$ cat config.mk
export PLATFORM = sky130hd
export DESIGN_NAME = pot_smoother
export DESIGN_NICKNAME = d
export VERILOG_FILES = /design/src/rtl/pot_smoother.sv
export SDC_FILE = /design/constraint.sdc
export NUM_CORES = 1
export LEC_CHECK = 0
export CAP_MARGIN = 30
export CORE_MARGIN = 1
export CORE_UTILIZATION = 45
export DETAILED_ROUTE_END_ITERATION = 8
export GPL_TIMING_DRIVEN = 1
export PLACE_DENSITY = 0.65
export SYNTH_ARGS = -nofsm -noshare
export SYNTH_HDL_FRONTEND = slang
export SYNTH_SLANG_ARGS = --single-unit
$ cat constraint.sdc
create_clock -name SCLK -period 5.2 [get_ports SCLK]
set_input_delay 0.78 -clock SCLK [delete_from_list [all_inputs] [get_ports SCLK]]
set_output_delay 0.78 -clock SCLK [all_outputs]
set_load 0.1 [all_outputs]
$ cat src/rtl/pot_smoother.sv
// Boxcar-averages each ADC channel over 2^AVG_LOG2 valid pulses, then applies a hysteresis deadband.
// Latency valid->pot_out[ch]: CHANNELS+1+ch edges; no backpressure, a valid while busy is dropped and sets sticky overrun.
module pot_smoother #(
  parameter int CHANNELS = 2,
  parameter int N        = 10,
  parameter int AVG_LOG2 = 3,
  parameter int HYST     = 4
) (
  input  logic                         SCLK,
  input  logic                         reset_n,
  input  logic                         valid,
  input  logic [CHANNELS-1:0][N-1:0]   adc_in,
  output logic [CHANNELS-1:0][N-1:0]   pot_out,
  output logic [CHANNELS-1:0]          pot_changed,
  output logic                         ready,
  output logic                         overrun
);

  localparam int AW = N + AVG_LOG2;
  localparam int IW = (CHANNELS > 1) ? $clog2(CHANNELS) : 1;

  typedef enum logic [1:0] {IDLE, ACCUM, UPDATE} state_t;

  state_t                        state, state_nxt;
  logic [IW-1:0]                 idx;
  logic [AVG_LOG2-1:0]           count;
  logic [CHANNELS-1:0][N-1:0]    snap;
  logic [CHANNELS-1:0][AW-1:0]   acc;

  logic                          last_ch;
  logic                          win_done;
  logic [N-1:0]                  avg;
  logic [N-1:0]                  pot_cur;
  logic [N:0]                    avg_x, pot_x;
  logic                          load;

  assign last_ch  = (idx == IW'(CHANNELS - 1));
  assign win_done = (count == '1);
  assign avg      = acc[idx][AW-1:AVG_LOG2];
  assign pot_cur  = pot_out[idx];
  assign avg_x    = {1'b0, avg};
  assign pot_x    = {1'b0, pot_cur};

  // Endpoints bypass the deadband so full-scale and zero are always reachable.
  assign load = !ready
             || (avg_x >= pot_x + (N+1)'(HYST))
             || (avg_x + (N+1)'(HYST) <= pot_x)
             || (((avg == '0) || (avg == '1)) && (avg != pot_cur));

  always_ff @(posedge SCLK or negedge reset_n) begin
    if (!reset_n) state <= IDLE;
    else          state <= state_nxt;
  end

  always_comb begin
    state_nxt = state;
    case (state)
      IDLE:    if (valid) state_nxt = ACCUM;
      ACCUM:   if (last_ch) state_nxt = win_done ? UPDATE : IDLE;
      UPDATE:  if (last_ch) state_nxt = IDLE;
      default: state_nxt = IDLE;
    endcase
  end

  always_ff @(posedge SCLK or negedge reset_n) begin
    if (!reset_n) begin
      idx         <= '0;
      count       <= '0;
      snap        <= '0;
      acc         <= '0;
      pot_out     <= '0;
      pot_changed <= '0;
      ready       <= 1'b0;
      overrun     <= 1'b0;
    end else begin
      pot_changed <= '0;
      if (valid && (state != IDLE)) overrun <= 1'b1;
      case (state)
        IDLE: begin
          if (valid) begin
            snap <= adc_in;
            idx  <= '0;
          end
        end
        ACCUM: begin
          acc[idx] <= acc[idx] + AW'(snap[idx]);
          if (last_ch) begin
            count <= count + 1'b1;
            idx   <= '0;
          end else begin
            idx   <= idx + 1'b1;
          end
        end
        UPDATE: begin
          if (load) begin
            pot_out[idx]     <= avg;
            pot_changed[idx] <= 1'b1;
          end
          acc[idx] <= '0;
          if (last_ch) begin
            ready <= 1'b1;
            idx   <= '0;
          end else begin
            idx   <= idx + 1'b1;
          end
        end
        default: idx <= '0;
      endcase
    end
  end

endmodule

## After elaboration in Yosys (flattened, before gate mapping)

Index checks and enable logic that the tools add are counted.

- Register bits after elaboration: 76

- Magnitude comparators: 4
- Eq/ne operators: 8
- Reductions and logical operators: 18
- Multiplexer cells: 25
- Bitwise gates (word level): 2
- Add/subtract/negate cells: 5

Operators by type and width:

| cell | number |
|---|---|
| one-hot mux 26 bit (2 select lines) | 1 |
| two-way mux 10 bit | 5 |
| two-way mux 13 bit | 3 |
| AND 26 bit | 1 |
| bitwise mux 26 bit | 1 |
| inverter 26 bit | 1 |
| adder 10 x 3 -> 11 bit, second input constant | 2 |
| bitwise mux 20 bit | 1 |
| adder 13 x 10 -> 13 bit | 1 |
| demux 13 bit (select 1 bit) | 1 |
| two-way mux 2 bit | 6 |
| greater-or-equal comparator 10 x 11 -> 1 bit | 1 |
| <= comparator 11 x 10 -> 1 bit | 1 |
| demux 10 bit (select 1 bit) | 1 |
| == test 10 bit, second input constant | 1 |
| logical NOT 10 bit | 1 |
| inequality test 10 bit | 1 |
| AND reduction 2 bit | 4 |
| inequality test 2 bit, second input constant | 3 |
| one-hot mux 2 bit (3 select lines) | 1 |
| logical OR 1 bit | 4 |
| nonzero test 2 bit | 2 |
| adder 3 x 1 -> 3 bit, second input constant | 1 |
| == test 3 bit, second input constant | 1 |
| 13 further kinds | 17 |

## Longest topological paths before layout

Gate-level depths: netlist (run 1).

- Depth in word-level cells: 9
- Mapped depth: 18

## Worst setup path before layout (run 1)

OpenSTA, ideal clock, no wires.

- Path type: register to register
- Start point: register idx
- End point: register pot_out[17] (netlist name)
- Arrival time: 3.638 ns
- Clock period less this slack: 3.765 ns
- Buffers on the path: 4
- Data required time: 5.073 ns
- Setup slack: 1.435 ns
- Stages on the path, launching flop included: 19
- Cell sequence: dfrtp_1 -> buf_4 -> buf_4 -> buf_2 -> mux2_2 -> ha_1 -> nand4b_1 -> nand2_1 -> nor2_1 -> nor2_1 -> ha_1 -> o21ai_0 -> o21bai_1 -> a21o_1 -> a221oi_1 -> o21ai_0 -> a31oi_2 -> buf_6 -> mux2_4

- Elaborated cells on any way between the ends: 23
- Classes of those cells: add/sub: 2; order compare: 4; eq/ne: 2; mux: 7; reduce/logical: 8

RTL lines:

| element | line | RTL |
|---|---|---|
| start, declared | 25 | `logic [IW-1:0] idx;` |
| start signal, assigned | 91 | `idx <= idx + 1'b1;` |
| start signal, assigned | 104 | `idx <= idx + 1'b1;` |
| two-way mux 13 bit (not written as such) * (2 in series) | 39 | `assign avg = acc[idx][AW-1:AVG_LOG2];` |
| via avg[3] | 32 | `logic [N-1:0] avg;` |
| adder 10 x 3 -> 11 bit, or another cell as far along | 47 | `\|\| (avg_x + (N+1)'(HYST) <= pot_x)` |
| <= comparator 11 x 10 -> 1 bit, or another cell as far along | 47 |  |
| logical OR 1 bit / logical AND 1 bit (equally long branches) | 47, 48 |  |
| logical OR 1 bit * | 48 | `\|\| (((avg == '0) \|\| (avg == '1)) && (avg != pot_cur));` |
| AND reduction 2 bit (no source line) * | n/a |  |
| end signal, assigned by index | 96 | `pot_out[idx] <= avg;` |
| end, declared | 13 | `output logic [CHANNELS-1:0][N-1:0] pot_out,` |

Mark *: on every way through the listed nets, which the timed path passes. The rest lies on a longest branch. The select of a mux whose other input is x is not followed.
A chain may end at the register's enable or synchronous reset.

## Worst setup path in the final report (run 1)

- Start point: register idx
- End point: register pot_out[15] (netlist name)

- Elaborated cells on any way between the ends: 23
- Classes of those cells: add/sub: 2; order compare: 4; eq/ne: 2; mux: 7; reduce/logical: 8

RTL lines:

| element | line |
|---|---|
| two-way mux 13 bit (not written as such) * (2 in series) | 39 |
| via avg[5] | 32 |
| adder 10 x 3 -> 11 bit, or another cell as far along | 47 |
| <= comparator 11 x 10 -> 1 bit, or another cell as far along | 47 |
| logical OR 1 bit / logical AND 1 bit (equally long branches) | 47, 48 |
| logical OR 1 bit | 48 |
| AND reduction 2 bit (no source line) | n/a |

Marked as above.

==> results of run 1 <==
-- synth_stat cells, drive strengths merged (8+ instances only) --
library cell	number
xor2	17
xnor2	15
dfrtp	76
inv	14
o21ai	32
ha	36
nor2	13
nor3	8
mux2	64
nand2	40
nand2b	10
clkbuf	9
a21oi	22
-- flip-flops by register name, indices dropped and copies added, names as in the netlist --
signal       count
overrun          1
acc             26
pot_out         20
pot_changed      2
count            3
idx              1
snap            20
ready            1
state            2
-- final cells by class --
cell class | count | area (um2) | share of cell area [%]
Tap cell | 136 | 170 | 3.07
Multi-Input combinational cell | 339 | 2750 | 49.6
Sequential cell | 76 | 1900 | 34.3
Inverter | 14 | 52.6 | 0.947
Timing Repair Buffer | 49 | 497 | 8.95
Clock inverter | 6 | 48.8 | 0.879
Clock buffer | 10 | 128 | 2.30
-- worst max path at each step --
stage,startpoint,slack (ns),to,cells after the start
global placement,idx,0.86,pot_out[0],11
CTS,idx,0.74,pot_out[15],11
finish,idx,0.80,pot_out[15],11
floorplan,idx,1.44,pot_out[17],18
detailed placement,idx,0.78,pot_out[15],11
global route,idx,0.49,pot_out[15],11
-- metrics by stage --
step | hold slack, ns | utilization [%] | setup slack (ns) | cell area [um2]
detailed placement | 0.447 | 51.9 | 0.776 | 5350
global placement | 0.438 | 51.8 | 0.862 | 5340
CTS | 0.468 | 53.6 | 0.739 | 5530
global route | 0.394 | 53.8 | 0.492 | 5550
floorplan | 0.444 | - | 1.44 | 4790
finish | 0.371 | 53.8 | 0.800 | 5550
-- worst max-delay path, stage by stage, from the launching register on --
cell and delay [ns]:
dfrtp_2 0.68, buf_4 0.44, mux2_2 0.46, xor2_1 0.19, ha_1 0.30, a211oi_1 0.26, o21bai_1 0.11, a21o_1 0.18
a221oi_1 0.29, o21ai_0 0.21, a31oi_2 0.75, mux2_2 0.41
-- layout by cell type (no fill, tap or decap), types with 8 or more instances in the layout --
| master | instances |
|---|---|
| nor2_1 | 13 |
| nand2_1 | 40 |
| ha_1 | 36 |
| inv_1 | 14 |
| clkbuf_8 | 9 |
| dfrtp_1 | 75 |
| mux2_4 | 19 |
| mux2_2 | 45 |
| o21ai_0 | 31 |
| xnor2_1 | 15 |
| xor2_1 | 17 |
| nor3_1 | 8 |
| clkdlybuf4s50_1 | 45 |
| a21oi_1 | 22 |
| nand2b_1 | 10 |
-- metal layers --
metal | routed length (um) | up-vias
met1 | 5230 | 1729
met4 | 217 | 0
met5 | 0 | -
li1 | - | 1694
met2 | 5000 | 98
met3 | 359 | 20
-- cell families (layout without fill, tap and decap cells) --
family / count (synthesis) / after routing / share of synthesized area [%]
and+or+nand+nor: 107 / 107 / 11.2
AOI/OAI and AO/OA: 92 / 92 / 12.6
DFF: 76 / 76 / 39.7
muxes: 71 / 71 / 18.0
adders and majority gates: 37 / 37 / 9.82
xor gates and xnor gates: 32 / 32 / 5.85
buffers and inverters: 30 / 79 / 2.87
==> results by group, run 1 <==
Run status
  • Status: finished clean

Synthesis
  • Sequential-to-total area share from yosys stat: 39.7%
  • Primary FF master, synth: dfrtp_1
  • Yosys top cell area share: between 30% and 40%
  • Post-synth EDFFs: 0
  • Synth area leader: dfrtp_1
  • Register bit total from synthesis: 76
  • Unique masters post-synth: 50
  • Mapped Cells: 445
  • Async SR Flop Fraction: between 90% and 100%
  • Synth Area per Inst: between 10 and 15 um2
  • Top cells by area, synth: dfrtp_1 40%, mux2_2 11%, ha_1 9.4%
  • Netlist Area Pre-Place: approximately 4800 um2
  • Syn nets: 505
  • Ys Warns: 0

Cells and area
  • Finished Layout Cells: 630
  • Fillers: 902
  • Share of cells above drive strength 1: a little under a fifth
  • Area Growth Syn to Fin: 15.9%
  • Final #Nets: about 550
  • # diodes: 0

Timing
  • Final clock skew: 0.0115 ns
  • Fin. Hold Viols: 0
  • Setup violators final: 0
  • Final period util: 84.6%
  • Max transition margin: about 34%
  • Fmax: roughly 230 MHz
  • RSZ-0062 raised after global routing: false
  • Tmin final: approximately 4.4 ns
  • Slew at the pin with the worst max-slew slack: 0.988 ns
  • Max-slew violation count: 0
  • Total negative setup slack: 0 ns

Clock tree
  • CTS Hold Bufs: 0
  • CTS clk-pin slew, worst paths: 0.09 ns
  • CTS Buf Count: 9
  • CTS Root Cell: clkbuf_8
  • Cts repair resizes: 0
  • H-tree depth reported by CTS: 3
  • Post-CTS Setup Bufs: 0
  • Clock latency at the later pin of the worst-skew pair: 0.36 ns
  • Sink Count: 76
  • CTS tree: done
  • Clk buf depth: 2

Global routing
  • GRT overflow: 0
  • Met3 Resource Use GR: 2.93%
  • Most used routing layer: met2
  • Grt met2 use: 33.4%
  • Vias in the first global route: 3531
  • First-pass GRT wire length: 18.4 mm
  • Met1 usage: between 20% and 30%
  • Total GRT Usage: between 20% and 30%
  • Largest net degree at the start of global routing: 77
  • Antenna violations before repair: 0

Worst setup path
  • R2r endpoint: pot_out[15]
  • Crit Reg-Reg Startpoint: idx
  • CP arrival: about 4.6 ns
  • R2r worst-path depth: 11
  • CP required: 5.44 ns
  • Crit Path Class: register to register
  • Crit end category: register
  • Crit Path Max Fanout: 30
  • Crit start category: register
  • Flop2flop setup slack: around 0.8 ns

Route
  • DR vias: about 3.5k
  • Final ANT Viol Nets: 0
  • DRC Markers: 0
  • Post-DR wirelength/cell: 17.1 um
  • Post-Route WL: between 10 and 15 mm
  • Via density per instance: around 5.6
  • 1st-iter DRT viols: approximately 130
  • DR pass1 iterations: 5

Die
  • Core Box Area: roughly 10000 um2
  • Number of placed I/O pins: between 40 and 50
  • Initial Utilization: a little under half
  • Core Rows: 37
  • Die height: approximately 110 um
  • Die Width: ~110 um
  • Die area: 11100 um2

Place
  • # port buffers: 46
  • HPWL after DPL: around 7.8 mm
  • Placed insts: slightly above 600
  • Placer Congestion: about 0.89

Job
  • MaxCap Viol Count: 0

Hold path
  • Worst min-delay path class: input port to async pin
Power of run 1 is not shown: default switching activity piles up to over one toggle a cycle in this logic, so the estimate is an artifact.
==> run 2, diff against run 1 <==
- PLACE_DENSITY: 0.65 -> 0.68
- clock period: 5.2 -> 3.6 ns (I/O delays scaled with it)
==> results by group, run 2 (synthesized netlist as in run 1, its figures left out) <==
Worst setup path
  • Crit Path Max Fanout: 39 (was 30)
  • Crit start category: register (unchanged)
  • Crit Path Class: register to register (unchanged)
  • CP arrival: 3.70 ns (was 4.64 ns)
  • CP required: 3.86 ns (was 5.44 ns)
  • Crit end category: register (unchanged)

Route
  • Post-Route WL: 10.9 mm (was 10.8 mm)
  • Final ANT Viol Nets: 0 (unchanged)
  • DR vias: 3532 (was 3541)
  • Post-DR wirelength/cell: 17.0 um (was 17.1 um)
  • DR pass1 iterations: 4 (was 5)
  • 1st-iter DRT viols: 169 (was 133)
  • Via density per instance: 5.48 (was 5.62)
  • DRC Markers: 0 (unchanged)

Cells and area
  • Final instance area: 5750 um2 (was 5550 um2)
  • Share of cells above drive strength 1: 21.0% (was 18.4%)
  • Fin util: 55.7% (was 53.8%)
  • Max reg flops: 26 (unchanged)
  • Regs by FF count: acc x26, pot_out x20, snap x20 (unchanged)
  • Final #Nets: 564 (was 549)
  • Area Growth Syn to Fin: 20.0% (was 15.9%)
  • Most common cell after layout, fill and taps aside: dfrtp_1 (unchanged)
  • # diodes: 0 (unchanged)
  • Fillers: 899 (was 902)
  • Most frequent cells in the layout: 75 x dfrtp_1, 45 x clkdlybuf4s50_1, 42 x mux2_2, 40 x nand2_1, 36 x ha_1 (was 75 x dfrtp_1, 45 x mux2_2, 45 x clkdlybuf4s50_1, 40 x nand2_1, 36 x ha_1)
  • Top reg by flops: acc (unchanged)

Timing
  • Fmax: 290 MHz (was 227 MHz)
  • Slew at the pin with the worst max-slew slack: 0.983 ns (was 0.988 ns)
  • Tmin final: 3.44 ns (was 4.40 ns)
  • Setup violators final: 0 (unchanged)
  • Final period util: 95.7% (was 84.6%)
  • Max transition margin: 34.3% (was 33.9%)
  • Max-slew violation count: 0 (unchanged)
  • Worst setup margin: 0.156 ns (was 0.800 ns)
  • Fin. Hold Viols: 0 (unchanged)
  • Final clock skew: 0.00917 ns (was 0.0115 ns)
  • WHS: 0.461 ns (was 0.371 ns)

Place
  • Placer Congestion: 0.943 (was 0.893)
  • # port buffers: 46 (unchanged)
  • HPWL after DPL: 7.95 mm (was 7.78 mm)
  • Placed inst area: 5460 um2 (was 5350 um2)
  • Worst slack, placed: -0.00771 ns (was 0.776 ns)

Run status
  • Status: finished clean (unchanged)

Clock tree
  • CTS Buf Count: 9 (unchanged)
  • Clk buf depth: 2 (unchanged)
  • CTS tree: done (unchanged)
  • CTS clk-pin slew, worst paths: 0.08 ns (was 0.09 ns)
  • H-tree depth reported by CTS: 3 (unchanged)
  • CTS Root Cell: clkbuf_8 (unchanged)
  • Sink Count: 76 (unchanged)
  • Clock latency at the later pin of the worst-skew pair: 0.36 ns (about the same)

Global routing
  • Met1 usage: 29.5% (was 30.0%)
  • Largest net degree at the start of global routing: 77 (unchanged)
  • Most used routing layer: met2 (unchanged)
  • Met3 Resource Use GR: 3.87% (was 2.93%)
  • Grt met2 use: 34.2% (was 33.4%)
  • GRT overflow: 0 (unchanged)
  • Antenna violations before repair: 0 (unchanged)
  • Total GRT Usage: 21.7% (was 21.4%)
  • First-pass GRT wire length: 18.5 mm (was 18.4 mm)
  • Vias in the first global route: 3632 (was 3531)

Die
  • Die height: 105 um (unchanged)
  • Die Width: 105 um (unchanged)
  • Core Box Area: 10300 um2 (unchanged)
  • Initial Utilization: 46.4% (unchanged)
  • Number of placed I/O pins: 47 (unchanged)
  • Die area: 11100 um2 (unchanged)
  • Core Rows: 37 (unchanged)

Job
  • MaxCap Viol Count: 0 (unchanged)

Hold path
  • Worst min-delay path class: register to register (was input port to async pin)
run 2: worst max-delay path, cell delays in order (launching register included):
cell and delay (ns):
dfrtp_2 0.46, buf_12 0.25, mux2i_1 0.27, inv_1 0.07
ha_1 0.23, nand2_1 0.11, xnor2_1 0.07, ha_1 0.34
nand4_1 0.11, a21oi_1 0.20, o2111ai_1 0.15, a22o_1 0.28
a31oi_2 0.24, buf_4 0.20, mux2_2 0.34
run 2: worst paths after layout:
path                       startpoint          to  slack, ns  cells past startpoint
max                               idx  pot_out[0]       0.16                     14
min                           overrun     overrun       0.46                      1
max reg2reg                       idx  pot_out[0]       0.16                     14
min reg2reg                   overrun     overrun       0.46                      1
max in group asynchronous     reset_n         idx       2.52                      3
min in group asynchronous     reset_n    count[0]       0.51                      2
run 2: layer usage:
metal / wire length, um / share of wire (%)
met5: 0 / 0
met4: 182 / 1.7
met3: 419 / 3.8
met2: 5110 / 47
met1: 5230 / 48
run 2: through the flow:
step | std cells | TNS (ns)
after floorplan | 445 | 0
after global placement | 626 | 0
after detailed placement | 626 | -0.0136
after CTS | 642 | 0
after global routing | 645 | -0.0789
final | 645 | 0
run 2: area by class of cell:
| class | instances | area [um2] | area share, % |
|---|---|---|---|
| inverters | 14 | 52.6 | 0.914 |
| clock inverters | 3 | 45.0 | 0.783 |
| clock buffers | 13 | 159 | 2.76 |
| flip-flops and latches | 76 | 1900 | 33.1 |
| multi-input cells | 339 | 2790 | 48.5 |
| well taps | 136 | 170 | 2.96 |
| repair buffers | 64 | 632 | 11.0 |
run 2: repair_timing:
item                                    CTS  global route
endpoints found under the hold margin     0             2
resized for setup                         0             9
endpoints found under the setup margin    5            23
hold buffers                              0             1
pin swaps                                 1             2
setup buffers                             0             1
Power of run 2 is left out for the same reason.
==> run 3, diff against run 2 <==
- PLACE_DENSITY: 0.68 -> 0.64
==> results by group, run 3 (synthesized netlist as in run 1, its figures left out) <==
Die
  • Initial Utilization: 46.4% (unchanged)
  • Die area: 11100 um2 (unchanged)
  • Core Box Area: 10300 um2 (unchanged)
  • Die Width: 105 um (unchanged)
  • Core Rows: 37 (unchanged)
  • Die height: 105 um (unchanged)
  • Number of placed I/O pins: 47 (unchanged)

Power
  • Final Total Pwr: between 5 and 6 mW
  • Leakage: 2.58 nW
  • VDD IR max: 467 uV
  • Pwr per Cell Area: 1040 nW/um2

Route
  • DRC Markers: 0 (unchanged)
  • Via density per instance: 5.45 (was 5.48)
  • Final ANT Viol Nets: 0 (unchanged)
  • Post-DR wirelength/cell: 17.1 um (was 17.0 um)
  • DR vias: 3540 (was 3532)
  • Post-Route WL: 11.1 mm (was 10.9 mm)
  • 1st-iter DRT viols: 110 (was 169)
  • DR pass1 iterations: 4 (unchanged)

Timing
  • Tmin final: 3.46 ns (was 3.44 ns)
  • Final period util: 96.0% (was 95.7%)
  • Final clock skew: 0.00995 ns (was 0.00917 ns)
  • RSZ-0062 raised after global routing: true
  • Max-slew violation count: 0 (unchanged)
  • Max transition margin: 34.1% (was 34.3%)
  • Fmax: 289 MHz (was 290 MHz)
  • WHS: 0.455 ns (was 0.461 ns)
  • Fin. Hold Viols: 0 (unchanged)
  • Total negative setup slack: 0 ns (unchanged)
  • Slew at the pin with the worst max-slew slack: 0.985 ns (was 0.983 ns)
  • Setup violators final: 0 (unchanged)

Global routing
  • Total GRT Usage: 21.8% (was 21.7%)
  • GRT overflow: 0 (unchanged)
  • Vias in the first global route: 3652 (was 3632)
  • Largest net degree at the start of global routing: 77 (unchanged)
  • Antenna violations before repair: 0 (unchanged)
  • First-pass GRT wire length: 18.6 mm (was 18.5 mm)

Worst setup path
  • Crit Path Max Fanout: 6 (was 39)
  • Flop2flop setup slack: 0.14 ns (was 0.16 ns)
  • Crit Reg-Reg Startpoint: idx (unchanged)
  • Crit end category: register (unchanged)
  • CP required: 3.84 ns (was 3.86 ns)
  • R2r worst-path depth: 15 (was 14)
  • R2r endpoint: pot_out[0] (unchanged)
  • Crit start category: register (unchanged)
  • CP arrival: 3.70 ns (about the same)
  • Crit Path Class: register to register (unchanged)
  • Worst Setup SP: idx (unchanged)

Hold path
  • Worst min-delay path class: register to register (unchanged)
  • Worst hold path startpoint: overrun (unchanged)
  • Hold depth: 1 (unchanged)
  • Hold endpoint: overrun (unchanged)

Clock tree
  • Clock latency at the later pin of the worst-skew pair: 0.36 ns (about the same)
  • H-tree depth reported by CTS: 3 (unchanged)
  • CTS Root Cell: clkbuf_8 (unchanged)
  • CTS clk-pin slew, worst paths: 0.08 ns (about the same)
  • CTS tree: done (unchanged)
  • Sink Count: 76 (unchanged)
  • Clk buf depth: 2 (unchanged)
  • CTS Buf Count: 9 (unchanged)

Place
  • Placed insts: 629 (was 626)
  • HPWL after DPL: 8.29 mm (was 7.95 mm)
  • # port buffers: 46 (unchanged)
  • Placer Congestion: 0.878 (was 0.943)
  • Placed inst area: 5490 um2 (was 5460 um2)

Cells and area
  • Share of cells above drive strength 1: 21.1% (was 21.0%)
  • Area Growth Syn to Fin: 20.0% (about the same)
  • # diodes: 0 (unchanged)
  • Most common cell after layout, fill and taps aside: dfrtp_1 (unchanged)
  • Multi-input logic area: 2770 um2 (was 2790 um2)
  • Top reg by flops: acc (unchanged)
  • Final #Nets: 569 (was 564)
  • Max reg flops: 26 (unchanged)
  • Fillers: 913 (was 899)
  • Final instance area: 5750 um2 (about the same)
  • Finished Layout Cells: 649 (was 645)
  • Sequential Area: 1900 um2 (unchanged)
  • Regs by FF count: acc x26, pot_out x20, snap x20 (unchanged)
  • Most frequent cells in the layout: 75 x dfrtp_1, 45 x clkdlybuf4s50_1, 44 x mux2_2, 40 x nand2_1, 36 x ha_1 (was 75 x dfrtp_1, 45 x clkdlybuf4s50_1, 42 x mux2_2, 40 x nand2_1, 36 x ha_1)

Job
  • MaxCap Viol Count: 0 (unchanged)

Run status
  • Status: finished clean (unchanged)
## run 3: cell types whose count changed in the layout (fill, tap and decap cells not counted), sizes merged
| cell | delta |
|---|---|
| buf | +5 |
| clkinvlp | -2 |
| clkinv | +1 |
## run 3: layer usage
metal | global-route usage, % | wire [um]
met1 | 29.0 | 5210
met2 | 35.9 | 5430
met3 | 2.68 | 288
met4 | 8.65 | 199
met5 | 0 | 0
## run 3: final cells by class
cell class	instances	area share (%)
clock buffer	13	2.59
tap	136	2.96
timing repair buffer	69	11.6
sequential	76	33.1
multi-input combinational	339	48.2
clock inverter	2	0.609
inverter	14	0.914
## run 3: worst max-delay path, cell delays in order, from the launching register on
cell,delay [ns]
dfrtp_2,0.46
mux2_2,0.39
ha_1,0.24
nand4b_1,0.14
nand2_1,0.07
nor2_1,0.08
nor2_1,0.06
ha_1,0.29
o21ai_0,0.16
o21bai_1,0.09
a21o_1,0.18
a221oi_1,0.33
o21ai_2,0.13
a31oi_2,0.18
buf_4,0.20
mux2_2,0.34
## run 3: worst max-delay path by stage
stage	to	slack, ns	depth (start not counted)
global placement	pot_out[11]	0.16	15
finish	pot_out[0]	0.14	15
detailed placement	pot_out[10]	0.02	15
CTS	pot_out[11]	0.007	15
global route	pot_out[0]	-0.009	14
floorplan	pot_out[17]	0.02	18
## run 3: repair_timing
action	4_1_cts	5_1_grt
endpoints found under the hold margin	0	2
gates resized for setup	0	4
setup buffers	0	3
hold buffers	0	1
setup endpoints to repair	0	13
## run 3: report_power, final
part           total (mW)  internal, mW  switching [mW]
Sequential           1.50          1.20           0.299
Combinational        3.85          1.61            2.24
Clock               0.645         0.336           0.310
Total                6.00          3.14            2.85
## run 3: stage by stage
step                      setup WS [ns]  utilization (%)
after global placement            0.165             53.1
final                             0.143             55.7
after detailed placement         0.0171             53.1
after CTS                       0.00664             54.9
after global routing           -0.00911             55.7
after floorplan                  0.0208                -
(Power assumes the default switching activity.)
